===== src/rtl/apim_pkg.sv =====
// Shared widths, opcodes, FSM states and command bookkeeping for the CIM macro sequencer.
package apim_pkg;

  localparam int ADDR_W = 10;
  localparam int DATA_W = 8;
  localparam int IN_W   = 4;
  localparam int ADC_W  = 6;
  localparam int N_IN   = 4;
  localparam int N_OUT  = 8;
  localparam int LEN_W  = ADDR_W + 1;
  localparam int ACT_W  = N_IN * IN_W;
  localparam int RES_W  = N_OUT * ADC_W;

  localparam logic [LEN_W-1:0] LEN_MAX = LEN_W'(1 << ADDR_W);

  localparam logic OP_LOAD    = 1'b0;
  localparam logic OP_COMPUTE = 1'b1;

  typedef enum logic [2:0] {
    ST_IDLE,
    ST_LOAD,
    ST_ISSUE,
    ST_WAIT,
    ST_OUT
  } state_t;

  typedef struct packed {
    logic [ADDR_W-1:0] addr;
    logic [LEN_W-1:0]  len;
  } run_t;

  function automatic logic [LEN_W-1:0] clamp_len(input logic [LEN_W-1:0] len);
    return (len > LEN_MAX) ? LEN_MAX : len;
  endfunction

endpackage


===== src/rtl/apim_res_slot.sv =====
// One-entry result holding register: captures on load, 1 cycle to res_valid;
// data and address stay frozen while res_ready is low.
module apim_res_slot
  import apim_pkg::*;
(
  input  logic              clk,
  input  logic              rst,
  input  logic              load,
  input  logic [RES_W-1:0]  load_data,
  input  logic [ADDR_W-1:0] load_addr,
  input  logic              res_ready,
  output logic              res_valid,
  output logic [RES_W-1:0]  res_data,
  output logic [ADDR_W-1:0] res_addr
);

  always_ff @(posedge clk) begin
    if (rst) begin
      res_valid <= 1'b0;
      res_data  <= '0;
      res_addr  <= '0;
    end else if (load) begin
      res_valid <= 1'b1;
      res_data  <= load_data;
      res_addr  <= load_addr;
    end else if (res_valid && res_ready) begin
      res_valid <= 1'b0;
    end
  end

endmodule


===== src/rtl/apim_ctrl.sv =====
// LOAD/COMPUTE sequencer owning all Basic_GeMM_CIM pins; 1 byte/cycle loads, 4 cycles/vector
// at MACRO_LAT=1; w/act streams stall while busy elsewhere, results held until res_ready.
module apim_ctrl
  import apim_pkg::*;
#(
  parameter int MACRO_LAT = 1
) (
  input  logic              clk,
  input  logic              rst,
  input  logic              cmd_valid,
  output logic              cmd_ready,
  input  logic              cmd_op,
  input  logic [ADDR_W-1:0] cmd_addr,
  input  logic [LEN_W-1:0]  cmd_len,
  input  logic              w_valid,
  output logic              w_ready,
  input  logic [DATA_W-1:0] w_data,
  input  logic              act_valid,
  output logic              act_ready,
  input  logic [ACT_W-1:0]  act_data,
  output logic              res_valid,
  input  logic              res_ready,
  output logic [RES_W-1:0]  res_data,
  output logic [ADDR_W-1:0] res_addr,
  output logic              busy,
  output logic              done,
  output logic              cs,
  output logic              web,
  output logic              cimeb,
  output logic [ADDR_W-1:0] a,
  output logic [DATA_W-1:0] d,
  output logic [IN_W-1:0]   cim_in0,
  output logic [IN_W-1:0]   cim_in1,
  output logic [IN_W-1:0]   cim_in2,
  output logic [IN_W-1:0]   cim_in3,
  input  logic [ADC_W-1:0]  cim_out0,
  input  logic [ADC_W-1:0]  cim_out1,
  input  logic [ADC_W-1:0]  cim_out2,
  input  logic [ADC_W-1:0]  cim_out3,
  input  logic [ADC_W-1:0]  cim_out4,
  input  logic [ADC_W-1:0]  cim_out5,
  input  logic [ADC_W-1:0]  cim_out6,
  input  logic [ADC_W-1:0]  cim_out7
);

  localparam int LAT_W = (MACRO_LAT < 2) ? 1 : $clog2(MACRO_LAT + 1);

  state_t            state_q, state_d;
  run_t              run_q, run_d;
  logic [LAT_W-1:0]  lat_q, lat_d;
  logic              zero_pend_q, zero_pend_d;
  logic              web_d, cimeb_d, done_d, res_load;
  logic [ADDR_W-1:0] a_d;
  logic [DATA_W-1:0] d_d;
  logic [ACT_W-1:0]  cin_q, cin_d;
  logic [LEN_W-1:0]  len_clamped;

  // cs doubles as "out of reset" so cmd_ready stays low while rst is being applied
  assign cmd_ready   = cs && (state_q == ST_IDLE);
  assign w_ready     = (state_q == ST_LOAD) && (run_q.len != '0);
  assign act_ready   = (state_q == ST_ISSUE);
  assign busy        = (state_q != ST_IDLE);
  assign len_clamped = clamp_len(cmd_len);
  assign {cim_in3, cim_in2, cim_in1, cim_in0} = cin_q;

  always_comb begin
    state_d     = state_q;
    run_d       = run_q;
    lat_d       = lat_q;
    zero_pend_d = 1'b0;
    web_d       = 1'b1;
    cimeb_d     = 1'b1;
    a_d         = a;
    d_d         = d;
    cin_d       = cin_q;
    done_d      = zero_pend_q;
    res_load    = 1'b0;
    case (state_q)
      ST_IDLE: begin
        if (cmd_valid && cmd_ready) begin
          run_d.addr = cmd_addr;
          run_d.len  = len_clamped;
          if (len_clamped == '0) begin
            zero_pend_d = 1'b1;
          end else begin
            state_d = (cmd_op == OP_LOAD) ? ST_LOAD : ST_ISSUE;
          end
        end
      end
      ST_LOAD: begin
        // the final strobe is on the macro pins during this len==0 cycle
        if (run_q.len == '0) begin
          state_d = ST_IDLE;
          done_d  = 1'b1;
        end else if (w_valid) begin
          web_d      = 1'b0;
          a_d        = run_q.addr;
          d_d        = w_data;
          run_d.addr = run_q.addr + ADDR_W'(1);
          run_d.len  = run_q.len - LEN_W'(1);
        end
      end
      ST_ISSUE: begin
        if (act_valid) begin
          cimeb_d = 1'b0;
          a_d     = run_q.addr;
          cin_d   = act_data;
          lat_d   = '0;
          state_d = ST_WAIT;
        end
      end
      ST_WAIT: begin
        if (lat_q == LAT_W'(MACRO_LAT)) begin
          res_load = 1'b1;
          state_d  = ST_OUT;
        end else begin
          lat_d = lat_q + LAT_W'(1);
        end
      end
      ST_OUT: begin
        if (res_valid && res_ready) begin
          run_d.addr = run_q.addr + ADDR_W'(1);
          run_d.len  = run_q.len - LEN_W'(1);
          if (run_q.len == LEN_W'(1)) begin
            state_d = ST_IDLE;
            done_d  = 1'b1;
          end else begin
            state_d = ST_ISSUE;
          end
        end
      end
      default: state_d = ST_IDLE;
    endcase
  end

  always_ff @(posedge clk) begin
    if (rst) begin
      state_q     <= ST_IDLE;
      run_q       <= '0;
      lat_q       <= '0;
      zero_pend_q <= 1'b0;
      cs          <= 1'b0;
      web         <= 1'b1;
      cimeb       <= 1'b1;
      a           <= '0;
      d           <= '0;
      cin_q       <= '0;
      done        <= 1'b0;
    end else begin
      state_q     <= state_d;
      run_q       <= run_d;
      lat_q       <= lat_d;
      zero_pend_q <= zero_pend_d;
      cs          <= 1'b1;
      web         <= web_d;
      cimeb       <= cimeb_d;
      a           <= a_d;
      d           <= d_d;
      cin_q       <= cin_d;
      done        <= done_d;
    end
  end

  apim_res_slot u_res_slot (
    .clk       (clk),
    .rst       (rst),
    .load      (res_load),
    .load_data ({cim_out7, cim_out6, cim_out5, cim_out4,
                 cim_out3, cim_out2, cim_out1, cim_out0}),
    .load_addr (run_q.addr),
    .res_ready (res_ready),
    .res_valid (res_valid),
    .res_data  (res_data),
    .res_addr  (res_addr)
  );

endmodule


===== config.mk =====
export PLATFORM = sky130hd
export DESIGN_NAME = apim_ctrl
export DESIGN_NICKNAME = d
export VERILOG_FILES = /design/src/rtl/apim_pkg.sv /design/src/rtl/apim_res_slot.sv /design/src/rtl/apim_ctrl.sv
export SDC_FILE = /design/constraint.sdc
export NUM_CORES = 1
export LEC_CHECK = 0
export CORE_UTILIZATION = 40
export CTS_BUF_LIST = sky130_fd_sc_hd__clkbuf_2
export CTS_CLUSTER_DIAMETER = 80
export DETAILED_ROUTE_END_ITERATION = 10
export PLACE_DENSITY = 0.86
export SYNTH_ARGS = -nofsm -noshare
export SYNTH_HDL_FRONTEND = slang
export SYNTH_SLANG_ARGS = --single-unit
export TNS_END_PERCENT = 30

===== constraint.sdc =====
create_clock -name clk -period 2.3 [get_ports clk]
set_input_delay 0.345 -clock clk [delete_from_list [all_inputs] [get_ports clk]]
set_output_delay 0.345 -clock clk [all_outputs]
set_load 0.01 [all_outputs]

-- Word level (Yosys, flattened, before mapping)
Index checks and enable logic that the tools add are counted.
- flip-flop bits (word level): 123
- output and inout port bits: 101
- add/subtract/negate cells: 3
- $lt $le $gt $ge: 1
- equality and inequality tests: 13
- multiplexer cells: 34
- bitwise logic cells: 5
- reduce and logical (&&, ||, !) cells: 22
- operator list (kind ; count):
    $mux 21 ; 4
    $pmux 21 s3 ; 1
    $mux 10 ; 3
    $logic_not 11->1 ; 2
    $pmux 10 s2 ; 1
    $mux 3 ; 6
    $pmux 3 s5 ; 1
    $mux 1 ; 13
    $ne 2x2->1 const B ; 6
    $eq 11x1->1 const B ; 1
    $gt 11x11->1 const B ; 1
    $mux 11 ; 1
    $reduce_bool 11->1 ; 1
    $sub 11x1->11 const B ; 1
    $add 10x1->10 const B ; 1
    $eq 3x2->1 const B ; 2
    $reduce_and 6->1 ; 1
    $reduce_bool 2->1 ; 3
    $reduce_bool 3->1 ; 2
    $reduce_or 3->1 ; 2
    $not 1->1 ; 5
    $reduce_and 5->1 ; 1
    $logic_and 1x1->1 ; 4
    $mux 2 ; 2
    10 further kinds ; 13

-- Logic depth before layout (Yosys ltp)
- word-level depth: 6
- mapped depth: 10
- depth with buffers taken out: 7

-- By module
From an unflattened synthesis, not the netlist that was laid out.
- cells, all modules: 566
- area total of the unflattened synthesis: 5101.1 um^2
- by module, submodules not included (module ; times used ; cells each ; area an instance (um^2)):
    apim_ctrl ; 1 ; 374 ; 3007.9
    apim_res_slot ; 1 ; 192 ; 2093.3

-- Worst setup path before layout
Ideal clock, no wire load.
- path kind: flip-flop to flip-flop
- start: register run_q[0] in the netlist's numbering
- end: register run_q[16] in the netlist's numbering
- arrival time: 2151 ps
- slack: 17 ps
- stages on the path, launching flop included: 11
- path buffers: 3
- clock period less this slack: 2283 ps
- cells stage by stage: dfxtp_1 -> inv_1 -> ha_1 -> or3b_2 -> buf_2 -> o311a_4 -> or2_1 -> buf_6 -> buf_6 -> o21ai_0 -> a21oi_1
- cells in the longest elaborated chain, start to end: 3
- RTL lines (element ; RTL line ; source):
    from (decl) ; apim_ctrl.sv:49 ; run_t run_q, run_d;
    from (signal assigned) ; apim_ctrl.sv:151 ; run_q <= run_d;
    $logic_not 11->1 ; apim_ctrl.sv:92 ; if (run_q.len == '0) begin
    $ne 2x2->1 (no source line) ; - ;
    $reduce_and 5->1 (no source line) ; - ;
No other way between the ends.
A chain may end at the register's enable or synchronous reset.

-- Worst setup path in the final report
- start: register run_q[7] in the netlist's numbering
- end: output port w_ready
- cells in the longest elaborated chain, start to end: 2
- RTL lines (element ; RTL line ; source):
    $reduce_bool 11->1 ; apim_ctrl.sv:60 ; assign w_ready = (state_q == ST_LOAD) && (run_q.len != '0);
    $logic_and 1x1->1 ; apim_ctrl.sv:60 ;
    to (decl) ; apim_ctrl.sv:16 ; output logic w_ready,
No other way between the ends.

==> results.sh <==
export IMPL_vias=5194
export IMPL_ant_nets=0
export IMPL_first_global_vias=4743
export IMPL_hold_start="cim_out3[5]"
export IMPL_cts_root_buf="clkbuf_2"
export IMPL_synth_ff_type="dfxtp_1"
export IMPL_place_ws_ns=-0.07739
export IMPL_synth_area_um2=5000
export IMPL_htree_levels=4
export IMPL_worst_pin_slew_ns=0.4650
export IMPL_cap_violations=0
export IMPL_rows=40
export IMPL_worstSetupPathType="register to primary output"
export IMPL_cp_num_buf_inv=1
export IMPL_avgSynthCellArea_um2=7.812
export IMPL_track_usage=0.2265
export IMPL_slowest_stage="or4_4"
export IMPL_layout_common_cells="195 x clkdlybuf4s50_1, 193 x nand2_1, 116 x dfxtp_1, 106 x a21oi_1, 35 x nor2_1"
export IMPL_worstReg2RegStart="run_q[1]"
export IMPL_vdd_drop_max_uv=450.7
export IMPL_async_flop_share=0
export IMPL_clkPwrFrac=0.234
export IMPL_initial_core_util=0.4128
export IMPL_p_int_w=0.003664
export IMPL_clkTransAtPathRegs_ns=0.19
export IMPL_power_switching_w=0.001862
export IMPL_maxClockFrequency_mhz=419.5
export IMPL_relSlewSlack=0.6897
export IMPL_ys_ff_latch=123
export IMPL_swShare=0.3369
export IMPL_drive_gt1_frac=0.1058
export IMPL_hpwlAfterDp_um=10190
export IMPL_drt_iter0_markers=385
export IMPL_viasPerCell=5.053
export IMPL_clk_insertion_delay_late_ns=0.67
export IMPL_power_frac_seq=0.440
export IMPL_worstPathMaxFanout=2
export IMPL_post_route_period_util=1.037
export IMPL_arrival_ns=2.04
export IMPL_drc_errors=0
export IMPL_die_x_um=113.8
export IMPL_hp_class="input port to register"
export IMPL_final_common_cell="clkdlybuf4s50_1"
export IMPL_antenna_found_initial=0
export IMPL_die_h_um=113.8
export IMPL_dieArea_um2=12950
export IMPL_ys_warn_count=0
export IMPL_crit_path_cell_trace="or4_4 -> o31a_1 -> buf_2"
export IMPL_finalWirelength_um=14840
export IMPL_power_density_nw_per_um2=729.0
export IMPL_yosysSeqAreaShare=0.4925
export IMPL_placed_cells=985
export IMPL_fin_crit_ns=2.384
export IMPL_p_leak_nw=2.643
export IMPL_setup_viol=1
export IMPL_place_gp_congestion=0.8442
export IMPL_grt_max_degree=80
export IMPL_crit_required_ns=1.96
export IMPL_crit_path_end_kind="primary output"
export IMPL_hold_viol_final=0
export IMPL_max_clock_path_buffers=2
export IMPL_grt_pass1_wl_um=22940
export IMPL_synth_edf_count=0
export IMPL_tns_ns=-0.08399
export IMPL_fin_hold_ws_ns=0.1839
export IMPL_ys_types=48
export IMPL_cp_slowest_stage_delay_ns=0.54
export IMPL_failed_checks="negative setup slack"
export IMPL_fin_ws_ns=-0.08399
export IMPL_clock_sinks=123
export IMPL_cts_made_buffers=17
export IMPL_instances_no_fill=1028
export IMPL_drtPass1Iterations=4
export IMPL_area_growth_pct=51.60
export IMPL_core_area_um2=12110
export IMPL_cpLargestDelayFamily="simple AND/OR/NAND/NOR gates"
export IMPL_fin_skew_ns=0.02492
export IMPL_syn_nets=743
export IMPL_port_buffers=200
export IMPL_nets=950
export IMPL_boundaryPins=201
export IMPL_final_util=0.6258
export IMPL_run_status="finished, violations left"
export IMPL_synthCells=640
export IMPL_cts_tree="built"
export IMPL_slew_viol_final=0
export IMPL_antennaDiodeCount=0
export IMPL_wl_per_cell_um=14.44
export IMPL_start_kind="register"
export IMPL_rsz0062_at_grt="yes"
export IMPL_p_comb_frac=0.326
export IMPL_grt_remaining_overflow=0
export IMPL_startpoint="run_q[7]"
==> state kept, by name, indices dropped and copies added, names as in the netlist <==
signal,cells
u_res_slot.res_addr,10
run_q,21
cimeb,1
d,8
u_res_slot.res_valid,1
done,1
a,10
zero_pend_q,1
web,1
cs,1
cin_q,16
lat_q,1
u_res_slot.res_data,48
state_q,3
==> per-layer routing <==
layer | GRT usage | share of wire | up-vias
met3 | 0.06748 | 0.086 | 20
met5 | 0 | 0 | -
li1 | - | - | 2590
met2 | 0.3833 | 0.48 | 227
met4 | 0.09610 | 0.020 | 0
met1 | 0.2670 | 0.42 | 2357
==> power groups by stage <==
stage / sequential [W] / combinational [W] / clock (W)
after floorplan: 0.00243 / 0.00100 / 0
after global placement: 0.00246 / 0.00165 / 0
after detailed placement: 0.00246 / 0.00167 / 0
after CTS: 0.00242 / 0.00174 / 0.00134
after global routing: 0.00245 / 0.00197 / 0.00144
final: 0.00243 / 0.00180 / 0.00130
==> stage by stage <==
stage / power (W) / instance area, µm²
2_1_floorplan: 0.003437 / 5000
3_3_place_gp: 0.004111 / 7234
3_5_place_dp: 0.004135 / 7234
4_1_cts: 0.005508 / 7532
5_1_grt: 0.005863 / 7580
6_report: 0.005526 / 7580
==> worst register-to-register path: cells and delay by family (launching register included) <==
| kind | cells | cell delay, ns |
|---|---|---|
| DFF | 1 | 0.36 |
| adders and majority gates | 1 | 0.13 |
| buffers and inverters | 3 | 0.43 |
| AOI/OAI and AO/OA | 3 | 0.66 |
| and+or+nand+nor | 2 | 0.56 |
==> cell type report <==
type / instances / area [µm²]
fillers: 1067 / 4532
well taps: 168 / 210.2
inverters: 8 / 30.03
multi-input cells: 463 / 2338
repair buffers: 234 / 2300
clock inverters: 13 / 127.6
flip-flops and latches: 123 / 2479
clock buffers: 19 / 95.09
==> final timing paths <==
path / to / depth (start not counted) / slack (ns)
hold / removal: u_res_slot.res_data[23] / 3 / 0.18
setup / recovery: w_ready / 3 / -0.08
setup reg to reg: run_q[17] / 9 / 0.09
hold reg to reg: a[8] / 2 / 0.46
==> synth_stat cells, types with 3 or more instances <==
cell type | n | area share
ha_1 | 3 | 0.0075
buf_2 | 4 | 0.0040
nor2_1 | 36 | 0.027
nor3_1 | 10 | 0.010
and2_1 | 5 | 0.0063
dfxtp_1 | 123 | 0.49
nor3b_1 | 4 | 0.0060
o31a_1 | 4 | 0.0070
and3_1 | 6 | 0.0075
nand3_1 | 15 | 0.015
or3_1 | 3 | 0.0038
clkbuf_1 | 36 | 0.027
a21oi_1 | 106 | 0.11
buf_6 | 4 | 0.0090
nor4_1 | 7 | 0.0088
buf_1 | 3 | 0.0023
nand2_1 | 193 | 0.14
mux2i_1 | 9 | 0.018
o21ai_0 | 17 | 0.017
o32ai_1 | 5 | 0.0088
or4_1 | 3 | 0.0045
a31oi_1 | 4 | 0.0050
inv_1 | 8 | 0.0060
==> logic make-up (layout without fill, tap and decap cells) <==
kind of cell	after synthesis	count (layout)	share of synthesized area
XOR/XNOR	2	2	0.003504
AND/OR/NAND/NOR	294	295	0.2520
multiplexers	11	11	0.02252
buffers and inverters	55	274	0.04830
AO/OA/AOI/OAI	152	152	0.1737
adder cells (fa/ha/maj)	3	3	0.007508
flip-flops	123	123	0.4925
==> what timing repair did <==
action / in CTS / in global routing
hold buffers: 1 / 0
resized for setup: 25 / 3
pin swaps: 3 / 1
gates cloned: 0 / 1
setup endpoints to repair: 15 / 11
setup buffers: 5 / 4
hold endpoints to repair: 16 / 0
Power figures use the tool's default switching activity.
